### config.mk
export PLATFORM = sky130hd
export DESIGN_NAME = vga_timing_gen
export DESIGN_NICKNAME = d
export VERILOG_FILES = /design/src/rtl/vga_timing_gen.sv
export SDC_FILE = /design/constraint.sdc
export NUM_CORES = 1
export LEC_CHECK = 0
export CORE_ASPECT_RATIO = 0.6
export CORE_UTILIZATION = 49
export CTS_CLUSTER_SIZE = 12
export DETAILED_ROUTE_END_ITERATION = 8
export PLACE_DENSITY = 0.86
export SYNTH_ARGS = -nofsm -noshare
export SYNTH_HDL_FRONTEND = slang
export SYNTH_SLANG_ARGS = --single-unit
### constraint.sdc
create_clock -name clk -period 3.6 [get_ports clk]
set_input_delay 0.72 -clock clk [delete_from_list [all_inputs] [get_ports clk]]
set_output_delay 0.72 -clock clk [all_outputs]
set_load 0.05 [all_outputs]
### src/rtl/vga_timing_gen.sv
// 640x480@60 Hz VGA raster timing generator with colour blanking and a per-frame tick.
// Define RGB_PIPE_EN to register rgb_out and the sync outputs by one pixel.
module vga_timing_gen #(
    parameter int unsigned CLK_DIV     = 4,
    parameter int unsigned H_TOTAL     = 800,
    parameter int unsigned H_SYNC      = 96,
    parameter int unsigned H_ACT_START = 144,
    parameter int unsigned H_ACT_END   = 784,
    parameter int unsigned V_TOTAL     = 525,
    parameter int unsigned V_SYNC      = 2,
    parameter int unsigned V_ACT_START = 35,
    parameter int unsigned V_ACT_END   = 515
) (
    input  logic        clk,
    input  logic        rst,
    input  logic [11:0] rgb_in,
    output logic        pix_en,
    output logic [9:0]  hCount,
    output logic [9:0]  vCount,
    output logic        bright,
    output logic        hSync,
    output logic        vSync,
    output logic [11:0] rgb_out,
    output logic        frame_tick
);

    localparam int unsigned DivW = $clog2(CLK_DIV);

    logic [DivW-1:0] div_cnt_q, div_cnt_d;
    logic [9:0]      h_cnt_q, h_cnt_d;
    logic [9:0]      v_cnt_q, v_cnt_d;
    logic            h_last, v_last;
    logic            hsync_q, hsync_d;
    logic            vsync_q, vsync_d;
    logic            bright_q, bright_d;
    logic            frame_tick_q, frame_tick_d;

    assign pix_en = (div_cnt_q == DivW'(CLK_DIV - 1));
    assign h_last = (h_cnt_q == 10'(H_TOTAL - 1));
    assign v_last = (v_cnt_q == 10'(V_TOTAL - 1));

    always_comb begin
        div_cnt_d = pix_en ? '0 : div_cnt_q + DivW'(1);
        h_cnt_d   = h_cnt_q;
        v_cnt_d   = v_cnt_q;
        if (pix_en) begin
            if (h_last) begin
                h_cnt_d = '0;
                v_cnt_d = v_last ? '0 : v_cnt_q + 10'd1;
            end else begin
                h_cnt_d = h_cnt_q + 10'd1;
            end
        end
    end

    // Decodes use the next counter values so the registered outputs line up with hCount/vCount.
    always_comb begin
        hsync_d      = !(h_cnt_d < 10'(H_SYNC));
        vsync_d      = !(v_cnt_d < 10'(V_SYNC));
        bright_d     = (h_cnt_d >= 10'(H_ACT_START)) && (h_cnt_d < 10'(H_ACT_END)) &&
                       (v_cnt_d >= 10'(V_ACT_START)) && (v_cnt_d < 10'(V_ACT_END));
        frame_tick_d = pix_en && h_last && v_last;
    end

    always_ff @(posedge clk or posedge rst) begin
        if (rst) begin
            div_cnt_q    <= '0;
            h_cnt_q      <= '0;
            v_cnt_q      <= '0;
            hsync_q      <= 1'b0;
            vsync_q      <= 1'b0;
            bright_q     <= 1'b0;
            frame_tick_q <= 1'b0;
        end else begin
            div_cnt_q    <= div_cnt_d;
            h_cnt_q      <= h_cnt_d;
            v_cnt_q      <= v_cnt_d;
            hsync_q      <= hsync_d;
            vsync_q      <= vsync_d;
            bright_q     <= bright_d;
            frame_tick_q <= frame_tick_d;
        end
    end

    assign hCount     = h_cnt_q;
    assign vCount     = v_cnt_q;
    assign bright     = bright_q;
    assign frame_tick = frame_tick_q;

`ifdef RGB_PIPE_EN
    logic [11:0] rgb_q;
    logic        hsync_pipe_q, vsync_pipe_q;

    // Sync outputs ride the same one-pixel stage as the colour to keep the connector aligned.
    always_ff @(posedge clk or posedge rst) begin
        if (rst) begin
            rgb_q        <= '0;
            hsync_pipe_q <= 1'b0;
            vsync_pipe_q <= 1'b0;
        end else if (pix_en) begin
            rgb_q        <= bright_q ? rgb_in : '0;
            hsync_pipe_q <= hsync_q;
            vsync_pipe_q <= vsync_q;
        end
    end

    assign rgb_out = rgb_q;
    assign hSync   = hsync_pipe_q;
    assign vSync   = vsync_pipe_q;
`else
    assign rgb_out = bright_q ? rgb_in : '0;
    assign hSync   = hsync_q;
    assign vSync   = vsync_q;
`endif

endmodule

# After elaboration in Yosys (flattened, before gate mapping)
# Cells that the tools add are included.
[classes]
n_addsub = 3
n_mul = 0
div_mod_pow = 0
magnitude_cmp = 6
n_eq_ne = 3
n_shift = 0
mux = 7
bitwise = 0
n_reduce_logical = 7
[ops]
columns = ["operator", "n"]
rows = [
  ["$mux 10", 5],
  ["$add 10x1->10 const B", 2],
  ["$eq 10x10->1 const B", 2],
  ["$lt 10x10->1 const B", 2],
  ["$mux 12", 1],
  ["$ge 10x6->1 const B", 1],
  ["$ge 10x8->1 const B", 1],
  ["$lt 10x2->1 const B", 1],
  ["$lt 10x7->1 const B", 1],
  ["$logic_and 1x1->1", 5],
  ["$add 2x1->2 const B", 1],
  ["$eq 2x2->1 const B", 1],
  ["$logic_not 1->1", 2],
  ["$mux 2", 1],
]
[totals]
regBits = 26
latchBits = 0
mem_bits_rw = 0
mem_bits_ro = 0
in_bits = 14
out_inout_bits = 37
word_cells = 33
mem_count = 0

# Logic depth before layout (Yosys ltp)
# Gate-level depths: netlist (run 1).
[logic_depth]
depth_word = 7
mapped_depth = 10
depth_no_buf = 9

# Worst setup path after synthesis (run 1)
# Ideal clock, no wire load.
[synth_path]
kind = "register to register"
startpoint = "register div_cnt_q[0]"
endpoint = "register bright_q, in the netlist bright"
t_arrival_ps = 2721
required_ps = 3456
path_slack_ps = 735
path_stages_with_launch = 11
period_less_slack_ps = 2865
path_cell_list = "dfrtp_1 -> ha_1 -> buf_4 -> nand2_2 -> or4_4 -> buf_6 -> or4_4 -> o21ai_4 -> nand2b_1 -> o22a_1 -> a211oi_2"
[synth_rtl]
columns = ["item", "line_no", "source"]
rows = [
  ["start: declaration", "29", "logic [DivW-1:0] div_cnt_q, div_cnt_d;"],
  ["start signal: assignment", "75", "div_cnt_q <= div_cnt_d;"],
  ["$eq 2x2->1 (*)", "38", "assign pix_en = (div_cnt_q == DivW'(CLK_DIV - 1));"],
  ["net pix_en", "17", "output logic pix_en,"],
  ["$mux 10 (*)", "46", "if (pix_en) begin"],
  ["net v_cnt_d[9]", "31", "logic [9:0] v_cnt_q, v_cnt_d;"],
  ["$ge 10x6->1", "61", "(v_cnt_d >= 10'(V_ACT_START)) && (v_cnt_d < 10'(V_ACT_END));"],
  ["$logic_and 1x1->1", "60", "bright_d = (h_cnt_d >= 10'(H_ACT_START)) && (h_cnt_d < 10'(H_ACT_END)) &&"],
  ["$logic_and 1x1->1 (*)", "61", ""],
  ["net bright_d", "35", "logic bright_q, bright_d;"],
  ["end signal: assignment", "80", "bright_q <= bright_d;"],
  ["end: declaration", "35", ""],
]
# Mark *: on every way through the listed nets, which the timed path passes. The rest lies on a longest branch.

# Worst setup path in the final report (run 1)
[layout_path]
startpoint = "input port rgb_in[1]"
endpoint = "output port rgb_out[1]"
[layout_between]
elab_chain_len = 1
[layout_lines]
columns = ["item", "line_no", "source"]
rows = [
  ["start: declaration", "16", "input logic [11:0] rgb_in,"],
  ["$mux 12", "111", "assign rgb_out = bright_q ? rgb_in : '0;"],
  ["end: declaration", "23", "output logic [11:0] rgb_out,"],
]
# No other way between the ends.

==> results.md, run 1 <==
- Cell at the root of the clock tree: clkbuf_8
- Total Routed Length: 3.55 mm
- H-tree depth: 1
- Port Buffer Count: 50
- Ys flop type: dfrtp_1
- Clock tree from TritonCTS: built
- Number of design rule violations left after detail routing: 3
- Endpoint class of the critical path: primary output
- Via count: 1317
- Cell area after synthesis: 1500 µm²
- Critical-path cell list: clkdlybuf4s50_1 > and2_1 > clkdlybuf4s50_1
- Number of inserted diodes: 0
- Top cell types by occurrence after synthesis: 26 x dfrtp_1, 14 x nor2_1, 13 x and2_1
- Maxcap violations: 0
- Max-Slew Margin vs Limit: 37.4%
- Count of buffering cells on the critical path with inverters included: 2
- Number of pins with negative max-slew slack in the final report: 0
- Post-synthesis area per instance: 9.92 µm²
- Total setup violations reported at the end of the flow: 0
- Total global-route track usage: 23.2%
- Asr flop ratio synth: 100%
- Final WS setup: 778 ps
- Number of nets still failing antenna checks after routing: 0
- Fin. Hold Viols: 0
- Clock input transition at the sequential cells of the worst setup and hold paths: 70 ps
- Failing checks: design-rule violations
- Cell accounting for the most synthesized area: dfrtp_1
- #FFs+latches synth: 26
- Drt wl/cell: 14.6 µm
- Number of primary I/O pins: 51
- Part of the total power dissipated in sequential elements: 63.2%
- Global-route wire length before repair: 5.65 mm
- Actual slew at the worst max-slew pin: 938 ps
- Area share of the largest cell type after synthesis: 43.4%
- Part of the total power dissipated in combinational logic: 4.1%
- Final worst path period need: 2820 ps
- Post-Route Skew: 7.64 ps
- Post-synth EDFFs: 0
- Data arrival time of the worst path: 2100 ps
- Drt first-iter violations: 30
- Type of the tightest min-delay check: register to register
- Total number of nets in the final design: 221
- Cell count of the worst hold path: 1
- Worst path most repeated cell: clkdlybuf4s50_1
- Count leader, synth: dfrtp_1
- Setup tns final: 0 ps
- Antenna violations before repair: 0
- Warnings, synthesis: 0
- Fmax: 354 MHz
- Overall die area: 3290 µm²
- Core area: 2890 µm²
- CP startpoint kind: primary input
- Post-placement worst setup slack: 774 ps
- Layout cells sized above 1: 8.96%
- Slowest cell delay on critical path: 800 ps
- Post-Place Cells: 240
- Final worst path period share: 78.4%
- Sequential share of the synthesized area: 43.4%
- Worst r2r path cells: 8
- Max FO, Critical Path: 1
- Pin count of the biggest net entering global routing: 27
- Number of gates resized after cts: 0
- Clk sinks: 26
- Crit-path leading delay family: buffers and inverters
- Core utilization of the finished layout: 71.7%
- Placer's final routability congestion estimate: 0.901
- Max VDD drop: 306 µV
- Stages on the worst setup path: 3
- Horiz. Die Dim: 73.4 µm
- Clock share of power: 32.7%
- CTS max path bufs: 2
- GRT overflow: 0
- Number of standard cells after synthesis: 151
- Power Dens Cells: 223 nW/µm²
- Die height: 44.8 µm
- Internal Pwr Total: 0.379 mW
- Switching power as a share of total power: 18.0%
- Dominant cells by area after synthesis: dfrtp_1 43%, and2_1 5.4%, xnor2_1 5.3%
- Clock latency reported for the late side of the worst-skew pair: 260 ps
- Req. time, crit path: 2880 ps
- Post-route standard cell area excluding fillers: 2070 µm²
- Layout-stage area growth over the synthesis result: 38.4%
- CTS buffer count: 3
- Path type of the worst setup path: primary input to primary output
- Detailed-routing iteration count for the pre-antenna-repair pass: 9
- RSZ-0062 raised after global routing: false
- Status: complete, but fails checks
- Hpwl dp: 2.81 mm
- Syn Nets: 169
- Number of library cell types mapped by synthesis: 45
- Via density: 5.42
- Hold-fix buffers, CTS: 0
- Starting Density: 51.8%
- Number of global-route vias before repair: 1239
- Placed Area: 2030 µm²
- Sw Pwr: 0.0832 mW
- Non-filler cells, final: 243
- Standard-cell rows: 15
- Leakage power figure: 0.865 nW
- Critical-path top delay cell: clkdlybuf4s50_1
- Post-CTS setup-driven buffer insertion count: 0
stage by stage:
step | hold WS, ps | total power [mW]
2_1_floorplan | 403 | 0.302
4_1_cts | 434 | 0.469
3_5_place_dp | 422 | 0.317
3_3_place_gp | 414 | 0.317
6_report | 429 | 0.462
5_1_grt | 462 | 0.482
placed cells by master (no fill, tap or decap), types with 2 or more instances in the layout:
master and n:
nor3_1 4, inv_1 10, or4_4 2, xnor2_1 9
nand2b_1 3, ha_1 4, nand4_1 4, nor3_2 3
and3_1 4, o21ai_0 2, xor2_1 4, nor4_1 2
clkdlybuf4s50_1 50, nand2_1 12, nand3_1 4, and4_1 2
and2_1 13, dfrtp_1 26, nor2_1 14, mux2i_1 2
clkbuf_8 3
registers in the layout, summed over array words and instances (netlist names):
register,count
frame_tick,1
vSync,1
vCount,10
hCount,10
hSync,1
bright,1
div_cnt_q,2
cells by family after synthesis:
family,share of synthesized area [%]
simple gates,30.2
flops,43.4
compound gates,9.86
buf+inv,4.26
xor+xnor,7.60
fa+ha+maj,3.34
mux,1.34
layout make-up:
class                           count  area, µm²
Clock buffer                        3       41.3
Fill cell                         218        817
Inverter                           10       37.5
Multi-Input combinational cell    111        783
Sequential cell                    26        651
Tap cell                           42       52.6
Timing Repair Buffer               51        508
layer usage:
metal | routed length, µm | up-vias | global-route usage (%)
met3 | 345 | 8 | 8.04
met5 | 0 | - | 0
met4 | 74 | 0 | 7.31
li1 | - | 626 | -
met1 | 1500 | 617 | 29.3
met2 | 1640 | 66 | 38.3
path summary, 6_finish.rpt:
path / slack (ps) / start / endpoint
worst max-delay path: 780 / rgb_in[1] / rgb_out[1]
worst min-delay path: 430 / div_cnt_q[0] / div_cnt_q[0]
worst max register to register: 860 / div_cnt_q[0] / bright
worst min register to register: 430 / div_cnt_q[0] / div_cnt_q[0]
max in group asynchronous: 2050 / rst / vCount[6]
min in group asynchronous: 970 / rst / vCount[7]
worst reg2reg max path: stages (launching register included):
cell and delay, ps:
dfrtp_1 350, ha_1 380, nand2_2 160, nor4_1 720, nand4_1 200, xor2_1 190
and3_1 220, o22a_1 210, a211oi_2 210
power by group through the flow:
stage          combinational, mW  sequential (mW)  clock, mW
2_1_floorplan            0.00434            0.298          0
3_3_place_gp              0.0194            0.298          0
3_5_place_dp              0.0195            0.298          0
4_1_cts                   0.0197            0.292      0.158
5_1_grt                   0.0211            0.292      0.169
6_report                  0.0189            0.292      0.151
(Power assumes the default switching activity.)
==> inputs of run 2 (changes only) <==
Settings changed: CORE_UTILIZATION 49 to 45, PLACE_DENSITY 0.86 to 0.8.
Clock period 3.6 ns to 2.75 ns, I/O delays scaled along.
==> run 2 against run 1 <==
- the flow now finishes without violations
- highest routed layer unchanged
- clock power grew 35%
- non-clock buffer count grew 4
- clock skew shrank 6.8 ps
==> results.md, run 2 (synthesis results as in run 1) <==
- Status: finished clean
- Final worst path period share: 92.2%
- Fin. Hold Viols: 0
- Final WS setup: 214 ps
- Endpoint class of the critical path: register
- Via density: 5.33
- Number of primary I/O pins: 51
- Post-route standard cell area excluding fillers: 2080 µm²
- Global-route wire length before repair: 5.85 mm
- Fmax: 394 MHz
- CTS max path bufs: 2
- Actual slew at the worst max-slew pin: 733 ps
- Layout-stage area growth over the synthesis result: 39.2%
- Placer's final routability congestion estimate: 0.875
- Horiz. Die Dim: 76.5 µm
- Maxcap violations: 0
- Antenna violations before repair: 0
- Core area: 3020 µm²
- Commonest non-fill, non-tap cell in the layout: clkdlybuf4s50_1
- Most frequent cells in the layout: 38 x clkdlybuf4s50_1, 24 x dfrtp_1, 17 x buf_4
- Standard-cell rows: 15
- Worst r2r path cells: 8
- Total global-route track usage: 21.9%
- Final Power: 0.612 mW
- Clock latency reported for the late side of the worst-skew pair: 260 ps
- Clk sinks: 26
- Total Routed Length: 3.63 mm
- Pin count of the biggest net entering global routing: 17
- Drt first-iter violations: 90
- Number of design rule violations left after detail routing: 0
- Total number of nets in the final design: 225
- Port Buffer Count: 50
- Post-placement worst setup slack: 189 ps
- Filler cell count: 229
- Area of the multi-input gates: 792 µm²
- GRT overflow: 0
- Crit Reg-Reg Endpoint: bright
- Worst min-delay path startpoint: div_cnt_q[0]
- Total setup violations reported at the end of the flow: 0
- Max FO, Critical Path: 10
- Starting Density: 49.6%
- Leakage power figure: 0.908 nW
- Final worst path period need: 2540 ps
- H-tree depth: 1
- Worst reg2reg setup slack: 210 ps
- Post-Route Skew: 0.853 ps
- Crit Reg-Reg Startpoint: div_cnt_q[0]
- Register Area: 653 µm²
- Hold-fix buffers, CTS: 0
- Via count: 1316
- CP startpoint kind: register
- Die height: 46.7 µm
- Number of pins with negative max-slew slack in the final report: 0
- Number of global-route vias before repair: 1195
- Req. time, crit path: 2870 ps
- Detailed-routing iteration count for the pre-antenna-repair pass: 4
- Setup tns final: 0 ps
- CTS buffer count: 3
- Number of nets still failing antenna checks after routing: 0
- Overall die area: 3570 µm²
- Cell count of the worst hold path: 1
- Hold_ws: 430 ps
- Worst setup path end: bright
- Drt wl/cell: 14.7 µm
- Data arrival time of the worst path: 2650 ps
- Max-Slew Margin vs Limit: 49.9%
- Clock input transition at the sequential cells of the worst setup and hold paths: 80 ps
- Type of the tightest min-delay check: register to register
- Placed Area: 2040 µm²
- Hpwl dp: 2.91 mm
- Power Dens Cells: 294 nW/µm²
- Clock tree from TritonCTS: built
- Layout cells sized above 1: 18.5%
- RSZ-0062 raised after global routing: false
- Cell at the root of the clock tree: clkbuf_8
- Number of inserted diodes: 0
- Max VDD drop: 275 µV
- Path type of the worst setup path: register to register
- Launch point of the critical path: div_cnt_q[0]
run 2: layout make-up:
| type | count | area share (%) |
|---|---|---|
| multi-input cells | 111 | 38.0 |
| inverters | 10 | 1.80 |
| clock buffers | 3 | 1.98 |
| well taps | 42 | 2.52 |
| flip-flops and latches | 26 | 31.3 |
| repair buffers | 55 | 24.4 |
run 2: per-layer routing:
metal	vias to the layer above	wire [µm]	track usage, %
li1	644	-	-
met1	591	1670	30.0
met2	79	1590	34.8
met3	2	341	5.54
met4	0	27	6.15
met5	-	0	0
run 2: worst min-delay path by stage:
stage	end	slack, ps
final	div_cnt_q[0]	430
after global routing	div_cnt_q[0]	490
after CTS	div_cnt_q[0]	440
after detailed placement	div_cnt_q[0]	430
after global placement	div_cnt_q[0]	420
after floorplan	div_cnt_q[0]	410
run 2: metrics by stage:
stage	util [%]	instances
6_report	69.0	247
5_1_grt	69.0	247
4_1_cts	68.8	247
3_5_place_dp	67.4	244
3_3_place_gp	67.4	244
2_1_floorplan	-	151
run 2: timing repair:
action / CTS / global route
endpoints found under the hold margin: 0 / 0
resized for setup: 0 / 1
setup buffers: 0 / 0
endpoints found under the setup margin: 0 / 1
run 2: worst max-delay path, cell delays in order, from the launching register on:
cell,delay (ps)
dfrtp_1,350
ha_2,290
nand2_2,120
or4_4,640
or4_4,560
o21ai_4,100
nand2b_1,130
o22a_1,130
a211oi_2,60
run 2: power breakdown:
part / switching (mW) / total, mW / internal [mW] / leakage, nW
Clock: 0.106 / 0.204 / 0.0979 / 0.0216
Combinational: 0.00944 / 0.0262 / 0.0168 / 0.541
Sequential: 0 / 0.382 / 0.382 / 0.346
Total: 0.116 / 0.612 / 0.497 / 0.908
==> inputs of run 3 (changes only) <==
Settings changed: CORE_UTILIZATION 45 to 49, PLACE_DENSITY 0.8 to 0.86.
Clock period 2.75 ns to 3 ns, I/O delays scaled along.
==> run 3 against run 2 <==
- critical path depth up 1
- cell area up 1.2%
- global-route usage up 4.2 points
- clock skew up 4.3 ps
- largest cell class unchanged
- the flow now finishes with violations (design-rule violations)
- fmax down 7.0%
- count of clock-buffer cells in the layout up 1
- highest routed layer unchanged
- setup slack better by 60 ps
- sequential cell count unchanged
- clock power up 9%
==> results.md, run 3 (synthesis results as in run 1) <==
- Placer's final routability congestion estimate: 0.920
- Post-Place Cells: 243
- Post-Route Skew: 5.10 ps
- Antenna violations before repair: 0
- Leakage power figure: 0.888 nW
- Post-route standard cell area excluding fillers: 2110 µm²
- Clk sinks: 26
- Number of global-route vias before repair: 1335
- Path type of the worst setup path: register to register
- Hold_ws: 436 ps
- Total setup violations reported at the end of the flow: 0
- Final worst path period need: 2730 ps
- Number of inserted diodes: 0
- Fin. Hold Viols: 0
- Total global-route track usage: 26.0%
- Drt wl/cell: 16.2 µm
- Drt first-iter violations: 92
- Global-route wire length before repair: 6.31 mm
- CP startpoint kind: register
- Endpoint class of the critical path: register
- Most frequent cells in the layout: 50 x clkdlybuf4s50_1, 26 x dfrtp_1, 14 x nor2_1
- Switching power as a share of total power: 19.1%
- Power Dens Cells: 283 nW/µm²
- Total number of nets in the final design: 224
- Critical-path cell list: inv_1 > ha_1 > nor4bb_1 > nand3_1 > a2111oi_2 > nor2_1 > nor3_2 > nand4b_2 > a211oi_2
- Detailed-routing iteration count for the pre-antenna-repair pass: 7
- Part of the total power dissipated in sequential elements: 58.6%
- Crit-path leading delay family: simple AND/OR/NAND/NOR gates
- Data arrival time of the worst path: 2900 ps
- CTS max path bufs: 2
- Failing checks: design-rule violations
- Final worst path period share: 90.9%
- Die height: 44.8 µm
- Part of the total power dissipated in combinational logic: 4.0%
- Via count: 1399
- Max VDD drop: 261 µV
- Clock share of power: 37.4%
- Sw Pwr: 0.114 mW
- Slowest cell delay on critical path: 490 ps
- Total Routed Length: 3.99 mm
- Actual slew at the worst max-slew pin: 599 ps
- Overall die area: 3290 µm²
- Setup tns final: 0 ps
- Starting Density: 51.8%
- Type of the tightest min-delay check: register to register
- Fmax: 367 MHz
- Hpwl dp: 3.12 mm
- Post-placement worst setup slack: 349 ps
- Post-CTS setup-driven buffer insertion count: 0
- Pin count of the biggest net entering global routing: 27
- Number of pins with negative max-slew slack in the final report: 0
- H-tree depth: 1
- RSZ-0062 raised after global routing: false
- Max-Slew Margin vs Limit: 59.0%
- Non-filler cells, final: 247
- Hold-fix buffers, CTS: 0
- Clock latency reported for the late side of the worst-skew pair: 270 ps
- Clock tree from TritonCTS: built
- Critical-path top delay cell: dfrtp_1
- Placed Area: 2050 µm²
- Number of design rule violations left after detail routing: 3
- Cell at the root of the clock tree: clkbuf_8
- Final WS setup: 274 ps
- CTS buffer count: 3
- Horiz. Die Dim: 73.4 µm
- Standard-cell rows: 15
- Internal Pwr Total: 0.483 mW
- Number of gates resized after cts: 0
- Status: complete, but fails checks
- Commonest non-fill, non-tap cell in the layout: clkdlybuf4s50_1
- Layout cells sized above 1: 10.7%
- Clock input transition at the sequential cells of the worst setup and hold paths: 80 ps
- Via density: 5.66
- Max FO, Critical Path: 9
- Number of primary I/O pins: 51
- GRT overflow: 0
- Number of nets still failing antenna checks after routing: 0
- Req. time, crit path: 3170 ps
- Count of buffering cells on the critical path with inverters included: 1
- Layout-stage area growth over the synthesis result: 40.9%
- Filler cell count: 209
- Core area: 2890 µm²
- Port Buffer Count: 50
- Maxcap violations: 0
## run 3: path summary, 6_finish.rpt
| kind | from | endpoint | slack (ps) | cells after the start |
|---|---|---|---|---|
| min in group asynchronous | rst | hCount[4] | 680 | 3 |
| worst max register to register | vCount[0] | bright | 270 | 9 |
| max in group asynchronous | rst | vCount[7] | 2080 | 3 |
| worst min-delay path | div_cnt_q[0] | div_cnt_q[0] | 440 | 1 |
| worst max-delay path | vCount[0] | bright | 270 | 9 |
| worst min register to register | div_cnt_q[0] | div_cnt_q[0] | 440 | 1 |
## run 3: layer usage
layer	track usage [%]	vias to the layer above	wire length, µm
li1	-	635	-
met1	30.3	670	1600
met2	45.7	82	1900
met3	7.81	12	391
met4	11.5	0	99
met5	0	-	0
## run 3: through the flow
step / total power [mW] / util [%]
floorplan: 0.362 / -
global placement: 0.381 / 71.1
global route: 0.618 / 73.0
detailed placement: 0.382 / 71.1
CTS: 0.601 / 73.0
finish: 0.597 / 73.0
## run 3: layout make-up
type                       instances  area (µm²)  share of cell area (%)
clock buffer                       4        55.1                    2.61
inverter                          10        37.5                    1.78
multi-input combinational        111         783                    37.1
sequential                        26         651                    30.8
tap                               42        52.6                    2.49
timing repair buffer              54         531                    25.1
## run 3: power groups by stage
stage	logic, mW	registers [mW]	clock network, mW
2_1_floorplan	0.00520	0.357	0
3_3_place_gp	0.0243	0.357	0
3_5_place_dp	0.0247	0.357	0
4_1_cts	0.0247	0.350	0.226
5_1_grt	0.0263	0.350	0.242
6_report	0.0238	0.350	0.223
